`src/rtl/mem_seq_pkg.sv`:
```
// Shared types and default widths for the RAM-side memory sequencer.
// Latency: none, types and constants only.
// Backpressure: not applicable.
package mem_seq_pkg;

    localparam int ADDR_W_DEF = 8;
    localparam int DATA_W_DEF = 8;

    typedef enum logic [1:0] {
        OP_FETCH = 2'd0,
        OP_LOAD  = 2'd1,
        OP_STORE = 2'd2,
        OP_COPY  = 2'd3
    } op_e;

    typedef enum logic [1:0] {
        ST_IDLE   = 2'd0,
        ST_ACCESS = 2'd1,
        ST_COPY   = 2'd2,
        ST_RESP   = 2'd3
    } state_e;

endpackage

```
`src/rtl/mem_seq.sv`:
```
// Sequences CPU FETCH/LOAD/STORE/COPY requests onto a 256x8 RAM with combinational reads.
// Latency: accept edge to rsp_valid is 2 cycles, or len+1 cycles for a non-empty COPY.
// Backpressure: req_ready is high only in IDLE; one request in flight, no response stall.
module mem_seq
    import mem_seq_pkg::*;
#(
    parameter int ADDR_W = ADDR_W_DEF,
    parameter int DATA_W = DATA_W_DEF
) (
    input  logic              clk,
    input  logic              rst_n,
    input  logic              req_valid,
    output logic              req_ready,
    input  logic [1:0]        req_op,
    input  logic [ADDR_W-1:0] req_addr,
    input  logic [ADDR_W-1:0] req_addr_b,
    input  logic [DATA_W-1:0] req_wdata,
    output logic              rsp_valid,
    output logic [DATA_W-1:0] rsp_data0,
    output logic [DATA_W-1:0] rsp_data1,
    output logic [ADDR_W-1:0] mem_addr1,
    output logic [ADDR_W-1:0] mem_addr2,
    output logic              mem_we,
    output logic [DATA_W-1:0] mem_wdata,
    input  logic [DATA_W-1:0] mem_rdata1,
    input  logic [DATA_W-1:0] mem_rdata3
);

    state_e            state;
    op_e               op_q;
    logic [ADDR_W-1:0] addr_q;
    logic [ADDR_W-1:0] addr_b_q;
    logic [DATA_W-1:0] wdata_q;
    logic [DATA_W-1:0] cnt;
    logic              last_copy;
    logic              we_raw;

    // wdata_q holds the COPY length; the final byte is at cnt == len-1
    assign last_copy = (cnt == (wdata_q - DATA_W'(1)));
    assign req_ready = (state == ST_IDLE);

    // Reset gates the write strobe so an in-flight COPY never writes at a reset edge
    assign mem_we = we_raw & rst_n;

    // Request FSM: latch operands at accept, capture read data, emit one-cycle response
    always_ff @(posedge clk) begin
        if (!rst_n) begin
            state     <= ST_IDLE;
            op_q      <= OP_FETCH;
            addr_q    <= '0;
            addr_b_q  <= '0;
            wdata_q   <= '0;
            cnt       <= '0;
            rsp_valid <= 1'b0;
            rsp_data0 <= '0;
            rsp_data1 <= '0;
        end else begin
            case (state)
                ST_IDLE: begin
                    if (req_valid) begin
                        op_q      <= op_e'(req_op);
                        addr_q    <= req_addr;
                        addr_b_q  <= req_addr_b;
                        wdata_q   <= req_wdata;
                        cnt       <= '0;
                        rsp_data0 <= '0;
                        rsp_data1 <= '0;
                        if (op_e'(req_op) == OP_COPY && req_wdata != '0) begin
                            state <= ST_COPY;
                        end else begin
                            state <= ST_ACCESS;
                        end
                    end
                end
                ST_ACCESS: begin
                    case (op_q)
                        OP_FETCH: begin
                            rsp_data0 <= mem_rdata1;
                            rsp_data1 <= mem_rdata3;
                        end
                        OP_LOAD: begin
                            rsp_data0 <= mem_rdata3;
                            rsp_data1 <= '0;
                        end
                        default: begin
                            rsp_data0 <= '0;
                            rsp_data1 <= '0;
                        end
                    endcase
                    rsp_valid <= 1'b1;
                    state     <= ST_RESP;
                end
                ST_COPY: begin
                    if (last_copy) begin
                        rsp_valid <= 1'b1;
                        state     <= ST_RESP;
                    end else begin
                        cnt <= cnt + DATA_W'(1);
                    end
                end
                ST_RESP: begin
                    rsp_valid <= 1'b0;
                    state     <= ST_IDLE;
                end
                default: begin
                    rsp_valid <= 1'b0;
                    state     <= ST_IDLE;
                end
            endcase
        end
    end

    // RAM drive: addresses/data from latched operands; COPY forwards read data straight to write
    always_comb begin
        mem_addr1 = '0;
        mem_addr2 = '0;
        mem_wdata = '0;
        we_raw    = 1'b0;
        case (state)
            ST_ACCESS: begin
                case (op_q)
                    OP_FETCH: begin
                        mem_addr1 = addr_q;
                        mem_addr2 = addr_q + ADDR_W'(1);
                    end
                    OP_LOAD: begin
                        mem_addr2 = addr_q;
                    end
                    OP_STORE: begin
                        mem_addr2 = addr_q;
                        mem_wdata = wdata_q;
                        we_raw    = 1'b1;
                    end
                    default: begin
                        mem_addr1 = '0;
                    end
                endcase
            end
            ST_COPY: begin
                mem_addr1 = addr_q + ADDR_W'(cnt);
                mem_addr2 = addr_b_q + ADDR_W'(cnt);
                mem_wdata = mem_rdata1;
                we_raw    = 1'b1;
            end
            default: begin
                we_raw = 1'b0;
            end
        endcase
    end

endmodule
```
`config.mk`:
```
export PLATFORM = sky130hd
export DESIGN_NAME = mem_seq
export DESIGN_NICKNAME = d
export VERILOG_FILES = /design/src/rtl/mem_seq_pkg.sv /design/src/rtl/mem_seq.sv
export SDC_FILE = /design/constraint.sdc
export NUM_CORES = 1
export LEC_CHECK = 0
export ABC_AREA = 0
export BUFFER_PORTS_ARGS = -buffer_cell sky130_fd_sc_hd__buf_4
export CORE_ASPECT_RATIO = 2
export CORE_MARGIN = 2
export CORE_UTILIZATION = 59
export DETAILED_ROUTE_END_ITERATION = 8
export MAX_ROUTING_LAYER = met4
export PLACE_DENSITY_LB_ADDON = 0.25
export SLEW_MARGIN = 10
export SYNTH_ARGS = -nofsm -noshare
export SYNTH_HDL_FRONTEND = slang
export SYNTH_SLANG_ARGS = --single-unit
```
`constraint.sdc`:
```
create_clock -name clk -period 4.3 [get_ports clk]
set_input_delay 0.43 -clock clk [delete_from_list [all_inputs] [get_ports clk]]
set_output_delay 0.43 -clock clk [all_outputs]
set_load 0.05 [all_outputs]
```
==> flow_summary.yaml <==
outcome:
  status: "finished clean"
synth:
  ys_async_sr_fraction_pct: 0
  syn_inst: 476
  synth-seq-cells: 53
  synth_warnings: 0
  netlist.top_cell.by_area: "dfxtp_1"
  syn_area_per_cell_um2: 7.76
  synth-edff-count: 0
  synth_area_mm2: 0.00369
  synth-main-ff-cell: "dfxtp_1"
  ys_types: 55
  ys_seq_area_share_pct: 28.7
  synth_top_area_share_pct: 28.7
  syn_nets: 548
  yosys-top-cells-area: "dfxtp_1 29%, nand2_1 9.0%, ha_1 8.5%"
hold_path:
  hp-start: "req_addr_b[0]"
  hold_path_class: "in2reg"
  holdPathStages: 3
  min_to: "addr_b_q[0]$_SDFFE_PN0P_"
cts:
  cts_resized: 0
  cts_max_path_buffers: 2
  clk_latency_ns: 0.30
  cts_buffers: 5
  clk_pin_slew_ns: 0.07
  postCtsSetupBuffers: 0
  cts_htree_levels: 2
  tritoncts: "built"
  ctsHoldBuffers: 0
  clockRootBuffer: "clkbuf_16"
  cts.sinks: 53
worst_setup_path:
  reg2reg_depth: 8
  critical_path.max_stage_delay_ns: 0.52
  cp-start-kind: "flop"
  crit_family: "compound AO/OA/AOI/OAI gates"
  r2r-end: "cnt[0]$_SDFFE_PN0P_"
  cp_max_fo: 9
  reg2reg_slack_ns: 1.84
  critPathArrivalTime_ns: 2.74
  timing.rr.start: "wdata_q[0]$_SDFFE_PN0P_"
  endpoint_kind: "output port"
  crit_slowest_cell: "dfxtp_1"
  path_buf_inv: 2
  critPathRequiredTime_ns: 3.87
  cpMostUsedCell: "o21ai_0"
  path_cells: "ha_1 > inv_1 > fa_1 > nor2b_1 > o21ai_0 > a21boi_0 > o21ai_0 > a211o_1 > nand3_1 > buf_4"
  worstSetupPathType: "reg2out"
finish:
  nFillCells: 505
  drive_gt1_share_pct: 19.4
  syn_to_final_growth_pct: 21.4
  fin_area_mm2: 0.00449
  multi_input_area_mm2: 0.00246
  regArea_mm2: 0.00106
  fin_cells: 609
  antenna_cells: 0
  fin_nets: 618
  fin_util_pct: 74.7
timing:
  skew_ns: 0.00844
  period_share_pct: 73.8
  min_period_ns: 3.17
  finalSetupTns_ns: 0
  hold_viol: 0
  slew_headroom_pct: 22.5
  maxSlewViolCount: 0
  fmax_ghz: 0.315
  worst_pin_slew_ns: 1.16
  setup_viol: 0
  rsz0062_at_grt: "no"
power:
  p_leak_uw: 0.00188
  power_switching_uw: 965
  internal_power_uw: 1140
  p_clk_share_pct: 19.6
  p_seq_share_pct: 31.2
  p_per_area_mw_per_mm2: 468
  ir_worst_vdd_uv: 252
  combPwrFrac_pct: 49.2
  swShare_pct: 45.9
  power_uw: 2100
floorplan:
  coreArea_mm2: 0.00601
  io_pins: 88
  start_util_pct: 61.5
  die_h_um: 116
  rows: 40
  die_area_mm2: 0.00695
  die_w_um: 59.9
global_route:
  grtUsageTotal_pct: 36.0
  grt_pass1_vias: 3867
  grt_max_degree: 55
  overflow: 0
  grt_pass1_wl_um: 18200
  grt_antenna_before_repair: 0
routing:
  drc: 0
  avgRoutedWirePerCell_um: 18.8
  drtIter0Drc: 271
  firstDrtPassIters: 4
  via_per_inst: 6.26
  ant_nets: 0
  wirelength_um: 11400
  routed-via-count: 3814
placement:
  dp_cells: 602
  dpl_cell_area_mm2: 0.00434
  io_buffers: 87
  gp_congestion: 0.975
  dp_hpwl_um: 8730
flow_run:
  cap_violations: 0
worst max path at each step:
stage                        startpoint           end  slack [ns]  cells past startpoint
floorplan           cnt[0]$_SDFFE_PN0P_  mem_addr1[4]        1.40                      8
global placement    cnt[0]$_SDFFE_PN0P_  mem_addr1[6]        1.59                     10
detailed placement  cnt[0]$_SDFFE_PN0P_  mem_addr1[6]        1.52                     10
CTS                 cnt[0]$_SDFFE_PN0P_  mem_addr1[6]        1.17                     10
global route        cnt[0]$_SDFFE_PN0P_  mem_addr1[6]        0.97                     10
finish              cnt[0]$_SDFFE_PN0P_  mem_addr1[6]        1.13                     10
kinds of logic after synthesis:
kind of cell	synth area share, %
adder cells (fa/ha/maj)	9.55
multiplexers	1.96
AO/OA/AOI/OAI	24.9
flip-flops	28.7
XOR/XNOR	5.25
buffers and inverters	4.67
AND/OR/NAND/NOR	25.0
sequential cells by signal, indices dropped and copies added, names as in the netlist:
signal / count
rsp_valid: 1
cnt: 8
state: 2
addr_b_q: 8
rsp_data0: 8
op_q: 2
rsp_data1: 8
wdata_q: 8
addr_q: 8
per-stage QoR:
stage | hold WS, ns | setup slack (ns)
after global placement | 0.450 | 1.59
after CTS | 0.383 | 1.17
final | 0.385 | 1.13
after global routing | 0.386 | 0.969
after floorplan | 0.448 | 1.40
after detailed placement | 0.457 | 1.52
tightest hold or removal path: stages:
cell and delay [ns]:
buf_4 0.11, nand2_1 0.04, a21boi_0 0.06
cell usage in the layout, fill, tap and decap left out, drive strengths merged, types with 3 or more instances in the layout:
master	count
buf	90
nand2	89
dfxtp	53
a21boi	36
nor2	28
ha	25
o21ai	25
a22oi	24
nand3	22
inv	17
a21oi	15
xnor2	13
and2	11
nand4	9
or3	8
xor2	7
nand2b	7
clkbuf	6
mux2i	5
nor2b	4
o211ai	3
o21a	3
a22o	3
and3	3
a21o	3
nand3b	3
routing by layer:
layer | track usage (%) | vias up | wire (um)
met5 | - | - | 0
met4 | 25.2 | 0 | 796
met3 | 5.47 | 51 | 576
met2 | 63.6 | 173 | 6190
met1 | 33.7 | 1777 | 3880
li1 | - | 1813 | -
synth_stat cells (3+ instances only):
cell	n
o21ai_0	23
a21oi_1	15
nand2b_1	7
mux2i_1	5
clkbuf_1	23
o21a_1	3
o211ai_1	3
nand3_1	22
and2_1	11
nand2_1	89
buf_1	3
a22o_1	3
and3_1	3
ha_1	25
a21boi_0	36
dfxtp_1	53
xnor2_1	12
nand3b_1	3
or3_1	7
nor2b_1	4
a21o_1	3
xor2_1	7
a22oi_1	24
nor2_1	27
inv_1	17
nand4_1	9
layout make-up:
| class | instances | share of cell area, % |
|---|---|---|
| Clock buffer | 6 | 3.10 |
| Clock inverter | 1 | 0.167 |
| Inverter | 17 | 1.42 |
| Multi-Input combinational cell | 379 | 54.8 |
| Sequential cell | 53 | 23.7 |
| Tap cell | 63 | 1.76 |
| Timing Repair Buffer | 90 | 15.1 |
power groups by stage:
stage	logic [uW]	registers (uW)	clock network (uW)
2_1_floorplan	663	722	0
3_3_place_gp	1000	658	0
3_5_place_dp	1020	662	0
4_1_cts	1030	651	416
5_1_grt	1120	665	435
6_report	1030	654	412
Note: power is estimated with default switching activity, not from simulation.
